<file path="src/rtl/maxnet_feeder.sv">
// -----------------------------------------------------------------------------
// maxnet_feeder
//
// Host-side sequencer for the 4-neuron maxnet datapath. It collects four
// activation words from an upstream stream, loads them into the datapath
// (init/write_reg), runs the datapath (start) until it reports a single
// surviving neuron (done), then offers the winner index to the host.
//
// Optional feature (compile-time macro):
//   MAXNET_FEEDER_TIMEOUT_EN - adds a RUN watchdog. After MAX_ITER RUN cycles
//   without a qualifying done, the result is emitted with res_err=1 and
//   res_index all-ones. Without the macro, res_err is tied low and RUN waits
//   for done indefinitely.
//
// Handshakes: a transfer happens on a rising edge where valid and ready are
// both high. Valid, once raised by the producer, is held with stable data
// until that edge. Here in_valid/in_ready move activation words in, and
// res_valid/res_ready move the result out.
//
// Ports:
//   clk, rst            clock; synchronous active-high reset
//   in_valid/in_data    activation stream, words in order x1,x2,x3,x4
//   in_ready            high in LOAD only
//   x1..x4              activations to datapath, stable from INIT until LOAD
//   init, write_reg     one-cycle pulses in INIT
//   start               high throughout RUN
//   done, max_index     datapath completion and winner index
//   res_valid/res_ready result handshake; res_index, res_err result payload
//   busy                high in INIT, RUN, RESULT
//   dbg_state           current FSM state (0=LOAD 1=INIT 2=RUN 3=RESULT)
// -----------------------------------------------------------------------------
module maxnet_feeder #(
    parameter int DATA_W   = 32,
    parameter int IDX_W    = 16,
    parameter int SETTLE   = 2,
    parameter int MAX_ITER = 256
) (
    input  logic              clk,
    input  logic              rst,
    input  logic              in_valid,
    input  logic [DATA_W-1:0] in_data,
    output logic              in_ready,
    output logic [DATA_W-1:0] x1,
    output logic [DATA_W-1:0] x2,
    output logic [DATA_W-1:0] x3,
    output logic [DATA_W-1:0] x4,
    output logic              init,
    output logic              write_reg,
    output logic              start,
    input  logic              done,
    input  logic [IDX_W-1:0]  max_index,
    output logic              res_valid,
    output logic [IDX_W-1:0]  res_index,
    output logic              res_err,
    input  logic              res_ready,
    output logic              busy,
    output logic [1:0]        dbg_state
);

    // The iteration counter must reach both SETTLE and MAX_ITER-1.
    localparam int CNT_MAX = (MAX_ITER > SETTLE) ? MAX_ITER : SETTLE;
    localparam int ITER_W  = ($clog2(CNT_MAX + 1) > 0) ? $clog2(CNT_MAX + 1) : 1;

    typedef enum logic [1:0] {
        S_LOAD   = 2'd0,
        S_INIT   = 2'd1,
        S_RUN    = 2'd2,
        S_RESULT = 2'd3
    } state_t;

    state_t              state_q;
    logic [1:0]          wr_ptr_q;
    logic [ITER_W-1:0]   iter_q;
    logic [DATA_W-1:0]   x1_q, x2_q, x3_q, x4_q;
    logic [IDX_W-1:0]    res_index_q;
    logic                done_ok;

    // done only counts once the datapath pipeline has filled.
    assign done_ok = done && (iter_q >= ITER_W'(SETTLE));

`ifdef MAXNET_FEEDER_TIMEOUT_EN
    logic res_err_q;
    logic timeout;
    assign timeout = (iter_q == ITER_W'(MAX_ITER - 1));
`endif

    always_ff @(posedge clk) begin
        if (rst) begin
            state_q     <= S_LOAD;
            wr_ptr_q    <= 2'd0;
            iter_q      <= '0;
            x1_q        <= '0;
            x2_q        <= '0;
            x3_q        <= '0;
            x4_q        <= '0;
            res_index_q <= '0;
`ifdef MAXNET_FEEDER_TIMEOUT_EN
            res_err_q   <= 1'b0;
`endif
        end else begin
            case (state_q)
                S_LOAD: begin
                    if (in_valid) begin
                        case (wr_ptr_q)
                            2'd0:    x1_q <= in_data;
                            2'd1:    x2_q <= in_data;
                            2'd2:    x3_q <= in_data;
                            default: x4_q <= in_data;
                        endcase
                        // 2-bit pointer wraps to 0 after the fourth word.
                        wr_ptr_q <= wr_ptr_q + 2'd1;
                        if (wr_ptr_q == 2'd3) begin
                            state_q <= S_INIT;
                        end
                    end
                end
                S_INIT: begin
                    iter_q  <= '0;
                    state_q <= S_RUN;
                end
                S_RUN: begin
                    if (iter_q != '1) begin
                        iter_q <= iter_q + 1'b1;
                    end
                    // done has priority over the watchdog on the same cycle.
                    if (done_ok) begin
                        res_index_q <= max_index;
`ifdef MAXNET_FEEDER_TIMEOUT_EN
                        res_err_q   <= 1'b0;
`endif
                        state_q     <= S_RESULT;
                    end
`ifdef MAXNET_FEEDER_TIMEOUT_EN
                    else if (timeout) begin
                        res_index_q <= '1;
                        res_err_q   <= 1'b1;
                        state_q     <= S_RESULT;
                    end
`endif
                end
                S_RESULT: begin
                    if (res_ready) begin
                        state_q <= S_LOAD;
                    end
                end
                default: state_q <= S_LOAD;
            endcase
        end
    end

    // Control outputs are pure decodes of the state register.
    assign in_ready  = (state_q == S_LOAD);
    assign init      = (state_q == S_INIT);
    assign write_reg = (state_q == S_INIT);
    assign start     = (state_q == S_RUN);
    assign res_valid = (state_q == S_RESULT);
    assign busy      = (state_q != S_LOAD);
    assign dbg_state = state_q;

    assign x1        = x1_q;
    assign x2        = x2_q;
    assign x3        = x3_q;
    assign x4        = x4_q;
    assign res_index = res_index_q;

`ifdef MAXNET_FEEDER_TIMEOUT_EN
    assign res_err = res_err_q;
`else
    assign res_err = 1'b0;
`endif

endmodule

</file>
<file path="config.mk">
export PLATFORM = sky130hd
export DESIGN_NAME = maxnet_feeder
export DESIGN_NICKNAME = d
export VERILOG_FILES = /design/src/rtl/maxnet_feeder.sv
export SDC_FILE = /design/constraint.sdc
export NUM_CORES = 1
export LEC_CHECK = 0
export ABC_AREA = 1
export CAP_MARGIN = 40
export CORE_ASPECT_RATIO = 1.1
export CORE_MARGIN = 3
export CORE_UTILIZATION = 46
export CTS_CLUSTER_DIAMETER = 100
export DETAILED_ROUTE_END_ITERATION = 16
export PLACE_DENSITY = 0.86
export SYNTH_ARGS = -nofsm -noshare
export SYNTH_HDL_FRONTEND = slang
export SYNTH_SLANG_ARGS = --single-unit
</file>
<file path="constraint.sdc">
create_clock -name clk -period 2 [get_ports clk]
set_clock_uncertainty 0.05 [all_clocks]
set_input_delay 0.2 -clock clk [delete_from_list [all_inputs] [get_ports clk]]
set_output_delay 0.2 -clock clk [all_outputs]
set_load 0.01 [all_outputs]
</file>
# Word-level counts from Yosys, hierarchy flattened
# Cells that the tools add are included.
# Widths: inputs -> output; s select.
dict set report classes {
  eq_ne 12
  magnitude_cmp 1
  n_addsub 2
  n_mux 7
  n_reduce_logical 14
  bitwise 1
}
# operator n
set op_table {}
lappend op_table {{$pmux 9 s2} 1}
lappend op_table {{$reduce_and 3->1} 4}
lappend op_table {{$add 9x1->9 const B} 1}
lappend op_table {{$ge 9x2->1 const B} 1}
lappend op_table {{$mux 9} 1}
lappend op_table {{$ne 9x9->1 const B} 1}
lappend op_table {{$eq 2x2->1 const B} 4}
lappend op_table {{$mux 2} 4}
lappend op_table {{$ne 2x1->1 const B} 4}
lappend op_table {{$pmux 2 s4} 1}
lappend op_table {{$reduce_and 2->1} 3}
lappend op_table {{$eq 2x1->1 const B} 2}
lappend op_table {{$logic_not 2->1} 2}
lappend op_table {{$reduce_and 4->1} 1}
lappend op_table {{$reduce_bool 2->1} 2}
lappend op_table {{$reduce_or 3->1} 1}
lappend op_table {{$add 2x1->2 const B} 1}
lappend op_table {{$ne 2x2->1 const B} 1}
lappend op_table {{$logic_and 1x1->1} 1}
lappend op_table {{$not 1->1} 1}
dict set report totals {
  out_inout_bits 153
  reg_bits 157
  wordCells 45
  inputBits 53
}

# Logic depth before layout (Yosys ltp)
# Gate-level depths: netlist of the first run.
dict set report depth {
  ltp_word 4
  depth_mapped 15
  ltp_nobuf 15
}

# Least setup slack after synthesis of the first run
# OpenSTA, ideal clock, no wires.
dict set report synth_timing {
  path_kind {register to register}
  start {register iter_q[0]}
  end {register iter_q[5]}
  t_required_ns 1.835
  synth_period_minus_slack_ns 1.673
  path_buffers 0
  stages_incl_launch_ff 15
  setup_ns 0.115
  path_slack_ns 0.327
  arrival_time_ns 1.508
  path_cell_list {dfxtp_1 -> ha_1 -> nand2_1 -> inv_1 -> nand2_1 -> nor2_1 -> ha_1 -> inv_1 -> nand2_4 -> nand2_4 -> inv_2 -> nor3_2 -> nand3_1 -> nand2_1 -> nor2_1}
}
dict set report synth_between {
  elab_chain_cells 3
  word_cells_on_any_way 6
  cone_classes {1 x add/sub; 2 x eq/ne; 2 x mux; 1 x reduce/logical}
}
# element line_no
set synth_lines {}
lappend synth_lines {{from (decl)} 73} ;# logic [ITER_W-1:0] iter_q;
lappend synth_lines {{from (signal assigned)} 123} ;# iter_q <= iter_q + 1'b1;
lappend synth_lines {{$add 9x1->9 or $ne 9x9->1 (tied branches)} {123, 122}}
lappend synth_lines {{$mux 9 or $ne 2x1->1 (tied branches)} -}
lappend synth_lines {{$pmux 9 s2 or $reduce_and 2->1 (tied branches)} -}
# Several ways; a longest one is shown, not always the timed one. The select of a mux whose other input is x is not followed.
# A chain may end at the register's enable or synchronous reset.

# Final worst setup path of the first run
dict set report layout_timing {
  start {register state_q[0] (netlist: dbg_state[0])}
  end {output port in_ready}
}
dict set report layout_between {
  elab_chain_cells 1
}
# element line_no
set layout_lines {}
lappend layout_lines {{from (decl)} 71} ;# state_t state_q;
lappend layout_lines {{from (signal assigned)} 89} ;# state_q <= S_LOAD;
lappend layout_lines {{from (signal assigned)} 113} ;# state_q <= S_INIT;
lappend layout_lines {{from (signal assigned)} 119} ;# state_q <= S_RUN;
lappend layout_lines {{$logic_not 2->1} 152} ;# assign in_ready = (state_q == S_LOAD);
lappend layout_lines {{to (decl)} 42} ;# output logic in_ready,
# Every way passes these cells.

==> results.py, run 1 <==
metrics = {
    "status": {
        "outcome": "finished, final reports clean",
    },
    "power_and_ir_drop": {
        "peakVddDrop_v": 0.0005994,
        "powerDensity_nw_per_um2": 1062,
        "leakage_nw": 3.109,
    },
    "hold_path": {
        "worstHoldPathCells": 4,
        "hold_path.class": "primary input to flop",
        "hold_end": "dbg_state[1]",
        "hold_start": "rst",
    },
    "logic_synthesis": {
        "synth_seq_cells": 157,
        "syn_avg_cell_area_sq_um": 8.121,
        "ys_warn_count": 0,
        "synth_cell_type_count": 27,
        "syn_nets": 833,
        "yosysTopAreaCell": "dfxtp_1",
        "synthesis.area_sq_um": 6237,
        "synth_top_area_share_pct": 50.39,
        "ys_seq_area_share_pct": 50.39,
        "synthCells": 768,
        "synthTopCellsByArea": "dfxtp_1 50%, a21oi_1 12%, nand3_1 11%",
    },
    "detailed_routing": {
        "drc": 0,
        "wl_per_cell_um": 16.80,
        "postRouteWirelength_um": 18740,
        "drtAntennaViolNets": 0,
        "num_vias": 6077,
        "drt_iter0_markers": 529,
        "first_pass_iters": 5,
        "avgViaCountPerCell": 5.450,
    },
    "placed_design": {
        "place_ws_ns": 0.1492,
        "place_congestion": 0.9167,
        "port_buffers": 204,
        "dp_hpwl_um": 12330,
    },
    "worst_setup_path": {
        "cp_cell_sequence": "inv_1 -> ha_1 -> clkdlybuf4s50_1",
        "cpLargestDelayFamily": "buffers and inverters",
        "slowest_delay_ns": 0.58,
        "rr_endpoint": "iter_q[5]",
        "timing.critical_path.from": "dbg_state[0]",
        "crit_arrival_ns": 1.67,
        "endpoint_kind": "primary output",
        "worst_setup_path_start_kind": "flop",
        "path_class": "flop to primary output",
        "reg2reg_depth": 15,
        "critical_path_buf_inv_count": 2,
        "worst-path-max-fanout": 4,
        "crit_slowest_cell": "clkdlybuf4s50_1",
        "r2r_setup_slack_ns": 0.11,
        "worstReg2RegStart": "iter_q[0]",
        "cp.depth": 3,
        "cp.required_ns": 1.75,
    },
    "global_routing": {
        "first_global_vias": 5849,
        "grt_usage_pct": 24.70,
        "grt_overflow_total": 0,
        "antenna_found_initial": 0,
        "grt_max_degree": 78,
        "grt_pass1_wl_um": 29390,
    },
    "timing": {
        "finalSetupViolCount": 0,
        "whs_ns": 0.1561,
        "fmax_mhz": 521.0,
        "fin_crit_sh_pct": 95.97,
        "finalCriticalPeriod_ns": 1.919,
        "final_hold_viol_count": 0,
        "tns_ns": 0,
        "fin_ws_ns": 0.08058,
        "rsz0062_at_grt": "true",
        "slew_violations": 0,
    },
    "cts": {
        "clk_pin_slew_ns": 0.06,
        "clockBufferDepth": 2,
        "cts-buffers-inserted": 17,
        "cts_max_level": 4,
        "cts_resized": 3,
        "clock-sinks": 157,
        "cts_tree": "done",
        "clock_latency_ns": 0.42,
        "cts_root_buf": "clkbuf_16",
        "ctsHoldBuffers": 0,
        "post_cts_buffers": 0,
    },
    "finish": {
        "fillers": 1095,
        "drive_gt1_share_pct": 8.805,
        "syn_to_final_growth_pct": 42.85,
        "final_common_cell": "clkdlybuf4s50_1",
        "layout_common_cells": "201 x clkdlybuf4s50_1, 163 x nand2_1, 155 x dfxtp_1",
        "fin_nets": 1008,
        "antenna_cells": 0,
    },
    "floorplan": {
        "die-width_um": 117.0,
        "core_area_sq_um": 13210,
        "row_count": 44,
        "die_height_um": 128.1,
        "ios": 206,
        "initial_core_util_pct": 47.21,
        "die-area_sq_um": 14990,
    },
    "run": {
        "maxCapViolCount": 0,
    },
}
==> logic make-up (layout without fill, tap and decap cells) <==
family	after synthesis	in the layout	synth area share, %
flip-flops	157	157	50.39
adder cells (fa/ha/maj)	12	12	2.407
AND/OR/NAND/NOR	341	341	25.22
buffers and inverters	94	280	8.184
other	1	1	0.06012
AO/OA/AOI/OAI	163	163	13.74
==> flip-flops by register name (all words and copies together) (netlist names) <==
| register | cells |
|---|---|
| wr_ptr_q | 2 |
| iter_q | 9 |
| dbg_state | 2 |
| x4 | 32 |
| x3 | 32 |
| res_index | 16 |
| x1 | 32 |
| x2 | 32 |
==> tightest hold or removal path, stage by stage <==
cell     delay [ns]
buf_4          0.12
inv_1          0.13
nand2_1        0.10
nor2_1         0.04
==> synth_stat cells (all sizes together) <==
master	number
o21ai	7
nand4	16
dfxtp	157
buf	42
nand2	177
inv	27
conb	1
a21oi	154
nand3	137
ha	12
clkbuf	25
o22ai	1
nor2	8
nor3	3
a211oi	1
==> area by class of cell <==
class                           instances  area [sq um]  area share, %
Clock inverter                         10         140.1          1.573
Sequential cell                       157          3146          35.30
Tap cell                              161         201.4          2.261
Timing Repair Buffer                  223          2271          25.49
Multi-Input combinational cell        517          2592          29.10
Inverter                               27         102.6          1.152
Clock buffer                           20         456.7          5.126
==> power by group <==
group	internal (mW)	switching (mW)
Sequential	3.42	0.177
Combinational	1.08	1.51
Clock	2.02	1.27
Total	6.51	2.95
==> metal layers <==
metal | up-vias | share of wire (%) | GRT usage (%)
met4 | 0 | 2.3 | 8.907
li1 | 2932 | - | -
met2 | 244 | 49 | 40.78
met1 | 2867 | 40 | 29.86
met5 | - | 0 | 0
met3 | 34 | 8.5 | 8.168
==> metrics by stage <==
stage,total power [mW],cell area (sq um),cells,utilization [%]
floorplan,5.161,6237,768,-
finish,9.461,8910,1115,67.43
global placement,6.178,8303,1085,62.84
global route,9.913,8910,1115,67.43
CTS,9.490,8901,1115,67.37
detailed placement,6.218,8303,1085,62.84
==> worst max-delay path by stage <==
stage                     slack (ns)        end
after detailed placement        0.15  iter_q[5]
after CTS                       0.03      start
after global placement          0.24  iter_q[5]
final                           0.08   in_ready
after global routing          -0.004  iter_q[5]
after floorplan                 0.33  iter_q[5]
No activity file was read; power rests on OpenSTA's default activity.
==> run 2: changes to the inputs <==
--- a/config.mk
+++ b/config.mk
@@ -7,12 +7,12 @@
 export LEC_CHECK = 0
 export ABC_AREA = 1
 export CAP_MARGIN = 40
-export CORE_ASPECT_RATIO = 1.1
 export CORE_MARGIN = 3
 export CORE_UTILIZATION = 46
 export CTS_CLUSTER_DIAMETER = 100
 export DETAILED_ROUTE_END_ITERATION = 16
 export PLACE_DENSITY = 0.86
+export SLEW_MARGIN = 20
 export SYNTH_ARGS = -nofsm -noshare
 export SYNTH_HDL_FRONTEND = slang
 export SYNTH_SLANG_ARGS = --single-unit
==> run 2 against run 1 <==
Final area rose by 1.1%. Non-clock buffer count grew 6. Critical path depth did not move. Wire length up 1.7%. Largest power group unchanged. Clock power increased by 3%. Setup slack worse by 0.043 ns.
==> results.py, run 2 (synthesized netlist as in run 1, its figures left out) <==
metrics = {
    "status": {
        "outcome": "finished, final reports clean",
    },
    "timing": {
        "fin_crit_sh_pct": 98.14,
        "final_hold_viol_count": 0,
        "finalSetupViolCount": 0,
        "fin_ws_ns": 0.03716,
        "slew_violations": 0,
        "rsz0062_at_grt": "true",
        "fmax_mhz": 509.5,
        "tns_ns": 0,
        "finalCriticalPeriod_ns": 1.963,
    },
    "placed_design": {
        "place_ws_ns": 0.1327,
        "port_buffers": 204,
        "place_congestion": 0.9370,
        "dp_hpwl_um": 12440,
    },
    "hold_path": {
        "hold_path.class": "primary input to flop",
    },
    "detailed_routing": {
        "first_pass_iters": 5,
        "drtAntennaViolNets": 0,
        "drt_iter0_markers": 630,
        "num_vias": 6193,
        "avgViaCountPerCell": 5.466,
        "postRouteWirelength_um": 19050,
        "wl_per_cell_um": 16.81,
        "drc": 0,
    },
    "worst_setup_path": {
        "slowest_delay_ns": 0.49,
        "cp_cell_sequence": "inv_1 -> ha_1 -> clkdlybuf4s50_1",
        "crit_slowest_cell": "clkdlybuf4s50_1",
        "crit_arrival_ns": 1.71,
        "worst_setup_path_start_kind": "flop",
        "cp.required_ns": 1.75,
        "path_class": "flop to primary output",
        "endpoint_kind": "primary output",
        "worst-path-max-fanout": 5,
    },
    "floorplan": {
        "row_count": 41,
        "die-width_um": 122.4,
        "core_area_sq_um": 12930,
        "die_height_um": 122.4,
        "ios": 206,
        "die-area_sq_um": 14990,
        "initial_core_util_pct": 48.25,
    },
    "cts": {
        "cts-buffers-inserted": 17,
        "cts_root_buf": "clkbuf_16",
        "clock-sinks": 157,
        "clock_latency_ns": 0.43,
        "cts_tree": "done",
        "clk_pin_slew_ns": 0.06,
        "cts_max_level": 4,
        "clockBufferDepth": 2,
        "ctsHoldBuffers": 0,
    },
    "power_and_ir_drop": {
        "peakVddDrop_v": 0.0006408,
        "leakage_nw": 3.144,
        "powerDensity_nw_per_um2": 1070,
    },
    "run": {
        "maxCapViolCount": 0,
    },
    "global_routing": {
        "first_global_vias": 5841,
        "antenna_found_initial": 0,
        "grt_pass1_wl_um": 29680,
        "grt_max_degree": 60,
        "grt_overflow_total": 0,
        "grt_usage_pct": 25.15,
    },
    "finish": {
        "fillers": 994,
        "antenna_cells": 0,
        "final_common_cell": "clkdlybuf4s50_1",
        "fin_nets": 1014,
        "drive_gt1_share_pct": 9.157,
        "layout_common_cells": "201 x clkdlybuf4s50_1, 163 x nand2_1, 157 x dfxtp_1",
        "syn_to_final_growth_pct": 44.39,
    },
}
## run 2: what timing repair did
item                                    in CTS  in global routing
endpoints found under the setup margin       2                  4
gates cloned                                 0                  0
gates resized for setup                      3                  3
setup buffers                                0                  4
## run 2: per-stage QoR
stage          cells  utilization, %  instance area, sq um  power (mW)  hold WS (ns)
2_1_floorplan    768               -                  6237       5.161        0.3144
3_3_place_gp    1098           64.53                  8342       6.171        0.3959
3_5_place_dp    1098           64.53                  8342       6.224        0.4010
4_1_cts         1129           69.36                  8966       9.617        0.1051
5_1_grt         1133           69.67                  9006       10.08        0.1254
6_report        1133           69.67                  9006       9.635        0.1269
## run 2: layout make-up
class,count,area [sq um],area share [%]
Sequential cell,157,3143,34.90
Timing Repair Buffer,229,2328,25.85
Clock buffer,20,446.7,4.960
Multi-Input combinational cell,517,2603,28.90
Tap cell,172,215.2,2.390
Clock inverter,11,166.4,1.848
Inverter,27,103.9,1.153
## run 2: where the power goes
| group | internal [mW] | leakage (nW) | switching [mW] |
|---|---|---|---|
| Clock | 2.11 | 0.292 | 1.26 |
| Sequential | 3.41 | 1.27 | 0.179 |
| Combinational | 1.12 | 1.58 | 1.55 |
| Total | 6.64 | 3.14 | 2.99 |
## run 2: per-layer routing
metal  vias up  GRT usage (%)  routed length [um]
li1       2944              -                   -
met1      2913          30.35                7545
met2       296          41.29                9189
met3        40          9.539                1864
met4         0          8.537                 452
met5         -              0                   0
## run 2: final timing paths
path / start / endpoint / slack [ns] / depth (start not counted)
max: dbg_state[1] / write_reg / 0.04 / 3
min: rst / x4[27] / 0.13 / 2
max reg2reg: iter_q[0] / iter_q[5] / 0.15 / 15
min reg2reg: x2[30] / x2[30] / 0.41 / 2
## run 2: worst max-delay path: cells and delay by family, from the launching register on
| kind | cells | cell delay (ns) |
|---|---|---|
| fa+ha+maj | 1 | 0.24 |
| buf+inv | 2 | 0.59 |
| flops | 1 | 0.45 |
